[config.mk]
export PLATFORM = sky130hd
export DESIGN_NAME = dragon_hit_detect_flat
export DESIGN_NICKNAME = d
export VERILOG_FILES = /design/src/rtl/dragon_pkg.sv /design/src/rtl/dragon_hit_detect_if.sv /design/src/rtl/dragon_hit_detect_sat_counter.sv /design/src/rtl/dragon_hit_detect.sv /design/src/flat_wrapper.sv
export SDC_FILE = /design/constraint.sdc
export NUM_CORES = 1
export LEC_CHECK = 0
export CAP_MARGIN = 0
export CORE_AREA = 2 2 58 60
export DETAILED_ROUTE_END_ITERATION = 16
export DIE_AREA = 0 0 60 62
export PLACE_DENSITY = 0.72
export SYNTH_ARGS = -nofsm -noshare
export SYNTH_HDL_FRONTEND = slang
export SYNTH_HIERARCHICAL = 1
export SYNTH_SLANG_ARGS = --single-unit
[constraint.sdc]
create_clock -name clk -period 6.6 [get_ports clk]
set_input_delay 1.32 -clock clk [delete_from_list [all_inputs] [get_ports clk]]
set_output_delay 1.32 -clock clk [all_outputs]
set_load 0.05 [all_outputs]
[src/rtl/dragon_pkg.sv]
// Shared types and helpers for the dragon hit detector: FSM state encoding,
// output widths and a shot popcount used for scoring and the hit counter.
package dragon_pkg;

    localparam int NUM_SHOTS_DEF = 3;
    localparam int SCORE_W       = 8;
    localparam int MAX_SHOTS     = 8;

    typedef enum logic [1:0] {
        ARMED    = 2'd0,
        REPORT   = 2'd1,
        COOLDOWN = 2'd2
    } hit_state_t;

    // Callers zero-extend their shot vector to MAX_SHOTS bits.
    function automatic logic [3:0] popcount_shots(input logic [MAX_SHOTS-1:0] shots);
        logic [3:0] n;
        n = '0;
        for (int i = 0; i < MAX_SHOTS; i++) begin
            n = n + {3'b000, shots[i]};
        end
        return n;
    endfunction

endpackage

[src/rtl/dragon_hit_detect_if.sv]
// Frame/pixel inputs and hit-report outputs of the dragon hit detector.
// master drives the pixel stream, slave is the detector.
interface dragon_hit_detect_if
    import dragon_pkg::*;
#(
    parameter int NUM_SHOTS = NUM_SHOTS_DEF
);

    logic                 startOfFrame;
    logic                 pause;
    logic                 dragonDrawReq;
    logic [NUM_SHOTS-1:0] shotDrawReq;
    logic [NUM_SHOTS-1:0] shotDragonCollision;
    logic                 scorePulse;
    logic [SCORE_W-1:0]   scoreValue;
    logic [SCORE_W-1:0]   hitCount;
    logic                 coolingDown;

    modport master (
        output startOfFrame, pause, dragonDrawReq, shotDrawReq,
        input  shotDragonCollision, scorePulse, scoreValue, hitCount, coolingDown
    );

    modport slave (
        input  startOfFrame, pause, dragonDrawReq, shotDrawReq,
        output shotDragonCollision, scorePulse, scoreValue, hitCount, coolingDown
    );

endinterface

[src/rtl/dragon_hit_detect_sat_counter.sv]
// Accumulating counter that adds a variable increment and clips at MAX
// instead of wrapping.
module sat_counter #(
    parameter int WIDTH = 8,
    parameter int MAX   = 255,
    parameter int INC_W = 4
) (
    input  logic             clk,
    input  logic             rst_n,
    input  logic             inc_en_i,
    input  logic [INC_W-1:0] inc_i,
    output logic [WIDTH-1:0] count_o
);

    localparam int SUM_W = ((WIDTH > INC_W) ? WIDTH : INC_W) + 1;

    logic [WIDTH-1:0] count_q;
    logic [WIDTH-1:0] count_d;
    logic [SUM_W-1:0] sum;

    always_comb begin
        // NOTE: every variable gets a default first so no path leaves it unassigned (no latch).
        count_d = count_q;
        sum     = SUM_W'(count_q) + SUM_W'(inc_i);
        if (inc_en_i) begin
            count_d = (sum > SUM_W'(MAX)) ? WIDTH'(MAX) : sum[WIDTH-1:0];
        end
    end

    always_ff @(posedge clk or negedge rst_n) begin
        // NOTE: state registers use <= so every flop samples pre-edge values.
        if (!rst_n) begin
            count_q <= '0;
        end else begin
            count_q <= count_d;
        end
    end

    assign count_o = count_q;

endmodule

[src/rtl/dragon_hit_detect.sv]
// Latches dragon/shot pixel overlaps across a frame, reports them as a one-cycle
// pulse after startOfFrame, then ignores overlaps for a frame-counted cooldown.
module dragon_hit_detect
    import dragon_pkg::*;
#(
    parameter int NUM_SHOTS       = NUM_SHOTS_DEF,
    parameter int COOLDOWN_FRAMES = 30,
    parameter int MULTI_HIT       = 0,
    parameter int SCORE_PER_HIT   = 10
) (
    input  logic                clk,
    input  logic                resetN,
    dragon_hit_detect_if.slave  bus
);

    localparam int CNT_W = (COOLDOWN_FRAMES > 1) ? $clog2(COOLDOWN_FRAMES) : 1;
    localparam logic [CNT_W-1:0] CNT_INIT =
        CNT_W'((COOLDOWN_FRAMES > 0) ? (COOLDOWN_FRAMES - 1) : 0);
    localparam hit_state_t AFTER_REPORT = (COOLDOWN_FRAMES > 0) ? COOLDOWN : ARMED;

    hit_state_t           state_q;
    logic [NUM_SHOTS-1:0] pending_q;
    logic [NUM_SHOTS-1:0] pending_d;
    logic [NUM_SHOTS-1:0] collision_q;
    logic [NUM_SHOTS-1:0] hit_d;
    logic [NUM_SHOTS-1:0] overlap;
    logic                 score_pulse_q;
    logic [SCORE_W-1:0]   score_value_q;
    logic [SCORE_W-1:0]   score_d;
    logic [9:0]           score_full;
    logic [3:0]           hit_cnt;
    logic                 cooling_q;
    logic [CNT_W-1:0]     cnt_q;
    logic                 sof_run;

    assign sof_run = bus.startOfFrame && !bus.pause;
    assign overlap = bus.shotDrawReq &
                     {NUM_SHOTS{bus.dragonDrawReq && (state_q == ARMED) && !bus.pause}};

    // Single-hit mode keeps only the lowest-index shot; the rest are dropped.
    assign hit_d      = (MULTI_HIT != 0) ? pending_q : (pending_q & (-pending_q));
    assign hit_cnt    = popcount_shots(MAX_SHOTS'(hit_d));
    assign score_full = 10'(SCORE_PER_HIT) * 10'(hit_cnt);
    assign score_d    = (score_full > 10'd255) ? 8'hFF : score_full[7:0];

    // A startOfFrame in ARMED closes the frame: the old pending is consumed or
    // discarded, and an overlap on that same cycle starts the new frame.
    always_comb begin
        pending_d = pending_q | overlap;
        if (state_q == COOLDOWN) begin
            pending_d = '0;
        end else if (bus.startOfFrame && (state_q == ARMED)) begin
            pending_d = overlap;
        end
    end

    always_ff @(posedge clk or negedge resetN) begin
        if (!resetN) begin
            state_q       <= ARMED;
            pending_q     <= '0;
            collision_q   <= '0;
            score_pulse_q <= 1'b0;
            score_value_q <= '0;
            cooling_q     <= 1'b0;
            cnt_q         <= '0;
        end else begin
            pending_q     <= pending_d;
            collision_q   <= '0;
            score_pulse_q <= 1'b0;
            score_value_q <= '0;
            case (state_q)
                ARMED: begin
                    if (sof_run && (pending_q != '0)) begin
                        state_q       <= REPORT;
                        collision_q   <= hit_d;
                        score_pulse_q <= 1'b1;
                        score_value_q <= score_d;
                    end
                end
                REPORT: begin
                    state_q   <= AFTER_REPORT;
                    cnt_q     <= CNT_INIT;
                    cooling_q <= (AFTER_REPORT == COOLDOWN);
                end
                COOLDOWN: begin
                    if (sof_run) begin
                        if (cnt_q == '0) begin
                            state_q   <= ARMED;
                            cooling_q <= 1'b0;
                        end else begin
                            cnt_q <= cnt_q - CNT_W'(1);
                        end
                    end
                end
                default: begin
                    state_q   <= ARMED;
                    cooling_q <= 1'b0;
                end
            endcase
        end
    end

    sat_counter #(
        .WIDTH (SCORE_W),
        .MAX   (255),
        .INC_W (4)
    ) u_hit_count (
        .clk      (clk),
        .rst_n    (resetN),
        .inc_en_i (state_q == REPORT),
        .inc_i    (popcount_shots(MAX_SHOTS'(collision_q))),
        .count_o  (bus.hitCount)
    );

    assign bus.shotDragonCollision = collision_q;
    assign bus.scorePulse          = score_pulse_q;
    assign bus.scoreValue          = score_value_q;
    assign bus.coolingDown         = cooling_q;

endmodule

[src/flat_wrapper.sv]
// flat-port wrapper written by rule: the top's interface ports become plain ports
module dragon_hit_detect_flat import dragon_pkg::*;
#(
    parameter int NUM_SHOTS       = NUM_SHOTS_DEF,
    parameter int COOLDOWN_FRAMES = 30,
    parameter int MULTI_HIT       = 0,
    parameter int SCORE_PER_HIT   = 10
)
  (clk, resetN, bus_startOfFrame, bus_pause, bus_dragonDrawReq, bus_shotDrawReq, bus_shotDragonCollision, bus_scorePulse, bus_scoreValue, bus_hitCount, bus_coolingDown);
  dragon_hit_detect_if #(.NUM_SHOTS(NUM_SHOTS)) bus_i ();
  input  logic clk;
  input  logic resetN;
  input wire logic [$bits(bus_i.startOfFrame)-1:0] bus_startOfFrame;
  input wire logic [$bits(bus_i.pause)-1:0] bus_pause;
  input wire logic [$bits(bus_i.dragonDrawReq)-1:0] bus_dragonDrawReq;
  input wire logic [$bits(bus_i.shotDrawReq)-1:0] bus_shotDrawReq;
  output wire logic [$bits(bus_i.shotDragonCollision)-1:0] bus_shotDragonCollision;
  output wire logic [$bits(bus_i.scorePulse)-1:0] bus_scorePulse;
  output wire logic [$bits(bus_i.scoreValue)-1:0] bus_scoreValue;
  output wire logic [$bits(bus_i.hitCount)-1:0] bus_hitCount;
  output wire logic [$bits(bus_i.coolingDown)-1:0] bus_coolingDown;
  assign bus_i.startOfFrame = bus_startOfFrame;
  assign bus_i.pause = bus_pause;
  assign bus_i.dragonDrawReq = bus_dragonDrawReq;
  assign bus_i.shotDrawReq = bus_shotDrawReq;
  assign bus_shotDragonCollision = bus_i.shotDragonCollision;
  assign bus_scorePulse = bus_i.scorePulse;
  assign bus_scoreValue = bus_i.scoreValue;
  assign bus_hitCount = bus_i.hitCount;
  assign bus_coolingDown = bus_i.coolingDown;
  dragon_hit_detect #(.NUM_SHOTS(NUM_SHOTS), .COOLDOWN_FRAMES(COOLDOWN_FRAMES), .MULTI_HIT(MULTI_HIT), .SCORE_PER_HIT(SCORE_PER_HIT)) u_core (.clk(clk), .resetN(resetN), .bus(bus_i));
endmodule
# After elaboration in Yosys (flattened, before gate mapping)
# Cells that the tools add are included.
[word_totals]
mem_count = 0
ff_bits = 31
inputBits = 8
wordCells = 61
mem_bits_rw = 0
latch_bits = 0
mem_bits_ro = 0
[op_classes]
shift = 0
mux = 20
bitwise_logic = 4
div_mod_pow = 0
n_reduce_logical = 13
n_addsub = 7
mul = 1
eq_ne = 6
order_cmp = 2
[op_table]
columns = ["cell", "n"]
rows = [
  ["8-bit two-way mux", 4],
  ["3-bit two-way mux", 4],
  ["5-bit two-way mux", 2],
  ["5-bit one-hot mux with 2 select lines", 1],
  ["8-bit by 4-bit adder with 9-bit output", 1],
  ["9-bit by 8-bit greater-than comparator with 1-bit output (second input constant)", 1],
  ["3-bit AND reduction", 3],
  ["4-bit by 1-bit adder with 4-bit output", 2],
  ["8-bit greater-than comparator (second input constant)", 1],
  ["3-bit by 4-bit multiplier with 7-bit output (first input constant)", 1],
  ["3-bit AND", 2],
  ["2-bit two-way mux", 3],
  ["2-bit != test (second input constant)", 3],
  ["2-bit one-hot mux with 3 select lines", 1],
  ["1-bit logical AND", 5],
  ["5-bit zero test", 1],
  ["5-bit by 1-bit subtractor with 5-bit output (second input constant)", 1],
  ["1-bit by 1-bit adder with 2-bit output", 2],
  ["1-bit two-way mux", 4],
  ["3-bit negator", 1],
  ["3-bit bitwise OR", 1],
  ["1-bit one-hot mux with 3 select lines", 1],
  ["3-bit nonzero test", 1],
  ["2-bit by 1-bit == test with 1-bit output (second input constant)", 1],
  ["6 further kinds", 6],
]

# Logic depth before layout (Yosys ltp)
[logic_depth]
ltp_word = 9
mapped_depth = 8
ltp_nobuf = 7

# Modules after synthesis
# Netlist, hierarchy kept.
[by_module_without_submodules]
columns = ["module", "area_each_um2", "n_inst", "cells_each", "seq_area_each_um2"]
rows = [
  ["dragon_hit_detect", 875.8, 1, 87, 425.4],
  ["sat_counter", 526.8, 1, 50, 200.2],
]

# Worst setup path after synthesis
# No wires, ideal clock.
[synth_timing]
kind = "register to register"
start = "register u_core.collision_q[1] (netlist: u_core/bus.shotDragonCollision[1])"
end = "register u_core.u_hit_count.count_q[7] (netlist: u_core/u_hit_count/count_o[7])"
stages_incl_launch_ff = 8
setup_ns = 0.128
arrival_time_ns = 2.576
required_time_ns = 6.472
path_slack_ns = 3.896
path_buffers = 0
cell_sequence = "dfrtp_1 fa_1 ha_1 fa_1 a211o_1 o211ai_2 nand2_1 mux2_1"
[synth_between]
elab_chain_len = 5
[synth_lines]
columns = ["item", "line", "source"]
rows = [
  ["start, declared", "dragon_hit_detect.sv:24", "logic [NUM_SHOTS-1:0] collision_q;"],
  ["start signal, assigned", "dragon_hit_detect.sv:75", "collision_q <= hit_d;"],
  ["1-bit by 1-bit adder with 2-bit output (*)", "dragon_pkg.sv:20", "n = n + {3'b000, shots[i]};"],
  ["4-bit by 1-bit adder with 4-bit output (*)", "dragon_pkg.sv:20", ""],
  ["8-bit by 4-bit adder with 9-bit output (*)", "dragon_hit_detect_sat_counter.sv:24", "sum = SUM_W'(count_q) + SUM_W'(inc_i);"],
  ["9-bit by 8-bit greater-than comparator with 1-bit output", "dragon_hit_detect_sat_counter.sv:26", "count_d = (sum > SUM_W'(MAX)) ? WIDTH'(MAX) : sum[WIDTH-1:0];"],
  ["8-bit two-way mux (*)", "dragon_hit_detect_sat_counter.sv:26", ""],
  ["end signal, assigned", "dragon_hit_detect_sat_counter.sv:35", "count_q <= count_d;"],
  ["end, declared", "dragon_hit_detect_sat_counter.sv:17", "logic [WIDTH-1:0] count_q;"],
]
# Every way passes the cells marked *; elsewhere a longest branch is shown, timed or not.
# A chain may end at the register's enable or synchronous reset.

# Worst setup path in the final report
[layout_timing]
start = "register u_core.u_hit_count.count_q[5] (netlist: u_core/u_hit_count/count_o[5])"
end = "output bus_hitCount[5]"
[layout_lines]
columns = ["item", "line", "source"]
rows = [
  ["end, declared", "flat_wrapper.sv:20", "output wire logic [$bits(bus_i.hitCount)-1:0] bus_hitCount;"],
]
# No word-level cell between the ends.

==> results.py <==
metrics = {
    "worst_setup_path": {
        "cp.depth": 1,
        "critPathMaxStageDelay_ps": 850,
        "cp-end-kind": "output port",
        "cpMaxStageDelayCell": "clkdlybuf4s50_1",
        "arrival_ps": 1640,
        "worstSetupPathType": "reg2out",
        "path_delay_family": "buffers and inverters",
        "cp_data_required_time_ps": 5280,
        "path_cells": "clkdlybuf4s50_1",
        "worst_setup_path_start_kind": "flip-flop",
        "critical_path.max_fanout": 7,
        "crit_buf_inv": 1,
        "ff2ff_path_depth": 7,
    },
    "global_route": {
        "antenna_found_initial": 0,
        "first_global_vias": 1004,
        "grt_pass1_wl_um": 4374,
        "grt_max_degree": 26,
        "gr-total-overflow": 0,
        "grt_usage": 0.1573,
    },
    "routing": {
        "vias": 1075,
        "drc_errors": 0,
        "dr.first_iter.drc_count": 84,
        "vias_per_cell": 5.218,
        "wirelength_um": 2523,
        "drt-pass1-iter-count": 4,
        "ant_nets": 0,
        "wl_per_cell_um": 12.25,
    },
    "clock_network": {
        "ctsResizeCount": 0,
        "h-tree-depth": 1,
        "cts_tree": "done",
        "clk_pin_slew_worst_paths_ps": 130,
        "cts.sinks": 25,
        "cts-buffers-inserted": 3,
        "cts_setup_buffers": 0,
        "cts_hold_buffers": 0,
        "insertion_delay_ps": 310,
        "clockBufferDepth": 2,
        "clockRootBuffer": "clkbuf_4",
    },
    "yosys": {
        "synth_most_common_cell": "dfrtp_1",
        "yosys-top-cells-count": "dfrtp_1 (25), nand2_1 (12), inv_1 (11)",
        "synth-main-ff-cell": "dfrtp_1",
        "synthCells": 137,
        "ys_seq_area_frac": 0.4460,
        "syn_area_per_cell_um2": 10.24,
        "yosys.area.top_type_share": 0.4460,
        "synth_edf_count": 0,
        "synth_area_um2": 1403,
        "yosysWarnings": 6,
        "ys_seq_elements": 25,
        "async_reset_ff_frac": 1.000,
        "yosysTopAreaCell": "dfrtp_1",
        "synth_cell_type_count": 45,
        "ys_top_cells_by_area": "dfrtp_1 (45%), ha_1 (4.5%), fa_1 (4.3%), buf_4 (3.7%), nand2_1 (3.2%)",
    },
    "outcome": {
        "status": "completed",
    },
    "min_path": {
        "worstHoldPathCells": 1,
        "hp-class": "reg2reg",
    },
    "finish": {
        "fillers": 295,
        "area_growth_pct": 19.89,
        "diodes": 0,
        "multi_input_area_um2": 689.4,
        "fin_nets": 177,
        "drive_gt1_frac": 0.07500,
        "seq_area_um2": 625.6,
    },
    "floorplan": {
        "die-width_um": 60,
        "core_um2": 3179,
        "die_h_um": 62,
        "start_util": 0.4412,
        "ioPinCount": 29,
        "rows": 21,
        "dieArea_um2": 3720,
    },
    "flow_run": {
        "max_cap_viol_count": 0,
    },
    "placement": {
        "dp_hpwl_um": 1982,
        "gp_congestion": 0.8418,
        "port_buffers": 24,
    },
    "timing": {
        "fin_crit_sh": 0.4480,
        "period_needed_ps": 2957,
        "finalSetupViolCount": 0,
        "clock_skew_ps": 3.607,
        "slew_headroom": 0.2833,
        "tns_ps": 0,
        "rsz0062_at_grt": "false",
        "clock.fmax_mhz": 338.2,
        "hold_viol": 0,
        "slew_violations": 0,
        "worst_slew_pin_slew_ps": 1072,
    },
    "power_and_ir_drop": {
        "fin_total_pwr_mw": 0.5414,
        "p_per_area_nw_per_um2": 322.0,
        "irDropWorstVdd_v": 0.0001145,
        "p_leak_nw": 0.7201,
    },
}
-- worst paths after layout --
| kind | from | endpoint | slack, ps |
|---|---|---|---|
| worst max-delay path | u_core/u_hit_count/count_o[5]$_DFFE_PN0P_ | bus_hitCount[5] | 3640 |
| worst min-delay path | u_core/bus.coolingDown$_DFFE_PN0P_ | u_core/bus.coolingDown$_DFFE_PN0P_ | 520 |
| worst max register to register | u_core/bus.shotDragonCollision[0]$_DFF_PN0_ | u_core/u_hit_count/count_o[3]$_DFFE_PN0P_ | 4080 |
| worst min register to register | u_core/bus.coolingDown$_DFFE_PN0P_ | u_core/bus.coolingDown$_DFFE_PN0P_ | 520 |
| max in group asynchronous | resetN | u_core/u_hit_count/count_o[2]$_DFFE_PN0P_ | 4390 |
| min in group asynchronous | resetN | u_core/u_hit_count/count_o[1]$_DFFE_PN0P_ | 1580 |
-- placed cells by master, fill, tap and decap left out, types with 3 or more instances in the layout --
master           instances
dfrtp_1                 25
nand3_1                  3
ha_1                     5
nor4b_1                  3
a22oi_1                  3
nor2_1                  10
inv_1                   11
nor3_1                   4
o21ai_0                  6
conb_1                   6
fa_1                     3
nand2_1                 12
a21oi_1                  4
clkdlybuf4s50_1         24
clkbuf_4                 3
-- registers in the layout, summed over array words and instances (netlist names) --
register,flops
u_core/state_q,2
u_core/bus.coolingDown,1
u_core/cnt_q,5
u_core/bus.shotDragonCollision,3
u_core/pending_q,3
u_core/bus.scoreValue,2
u_core/u_hit_count/count_o,8
u_core/bus.scorePulse,1
-- final cells by class --
| cell class | count | area share |
|---|---|---|
| timing repair buffer | 24 | 0.1429 |
| clock buffer | 3 | 0.01339 |
| tap | 46 | 0.03423 |
| inverter | 11 | 0.02455 |
| clock inverter | 1 | 0.002976 |
| sequential | 25 | 0.3720 |
| multi-input combinational | 96 | 0.4100 |
-- stage by stage --
stage | instance area (um2) | hold WS [ps] | setup WS, ps | util | instances
floorplan | 1421 | 505.2 | 3896 | - | 142
finish | 1682 | 522.1 | 3643 | 0.5289 | 206
detailed placement | 1654 | 497.9 | 3644 | 0.5203 | 202
CTS | 1682 | 528.4 | 3632 | 0.5289 | 206
global route | 1682 | 555.1 | 3578 | 0.5289 | 206
global placement | 1654 | 496.8 | 3751 | 0.5203 | 202
-- logic make-up (layout without fill, tap and decap cells) --
logic type	after synthesis	after routing	synth area share
fa+ha+maj	8	8	0.08742
flops	25	25	0.4460
buf+inv	21	39	0.07582
xor+xnor	2	2	0.01249
compound gates	29	29	0.1588
other cells	1	6	0.002674
mux	5	5	0.03836
simple gates	46	46	0.1784
-- where the power goes --
part | total (mW) | switching, mW | internal [mW] | leakage, nW
Sequential | 0.228 | 0.0435 | 0.184 | 0.307
Combinational | 0.248 | 0.154 | 0.0942 | 0.395
Clock | 0.0660 | 0.0433 | 0.0226 | 0.0177
Total | 0.541 | 0.241 | 0.301 | 0.720
-- metal layers --
metal,vias to the layer above,routed length [um],global-route usage
li1,519,-,-
met1,522,1153,0.1929
met2,30,1256,0.2811
met3,4,89,0.03106
met4,0,24,0.04762
met5,-,0,0
(Power assumes the default switching activity.)
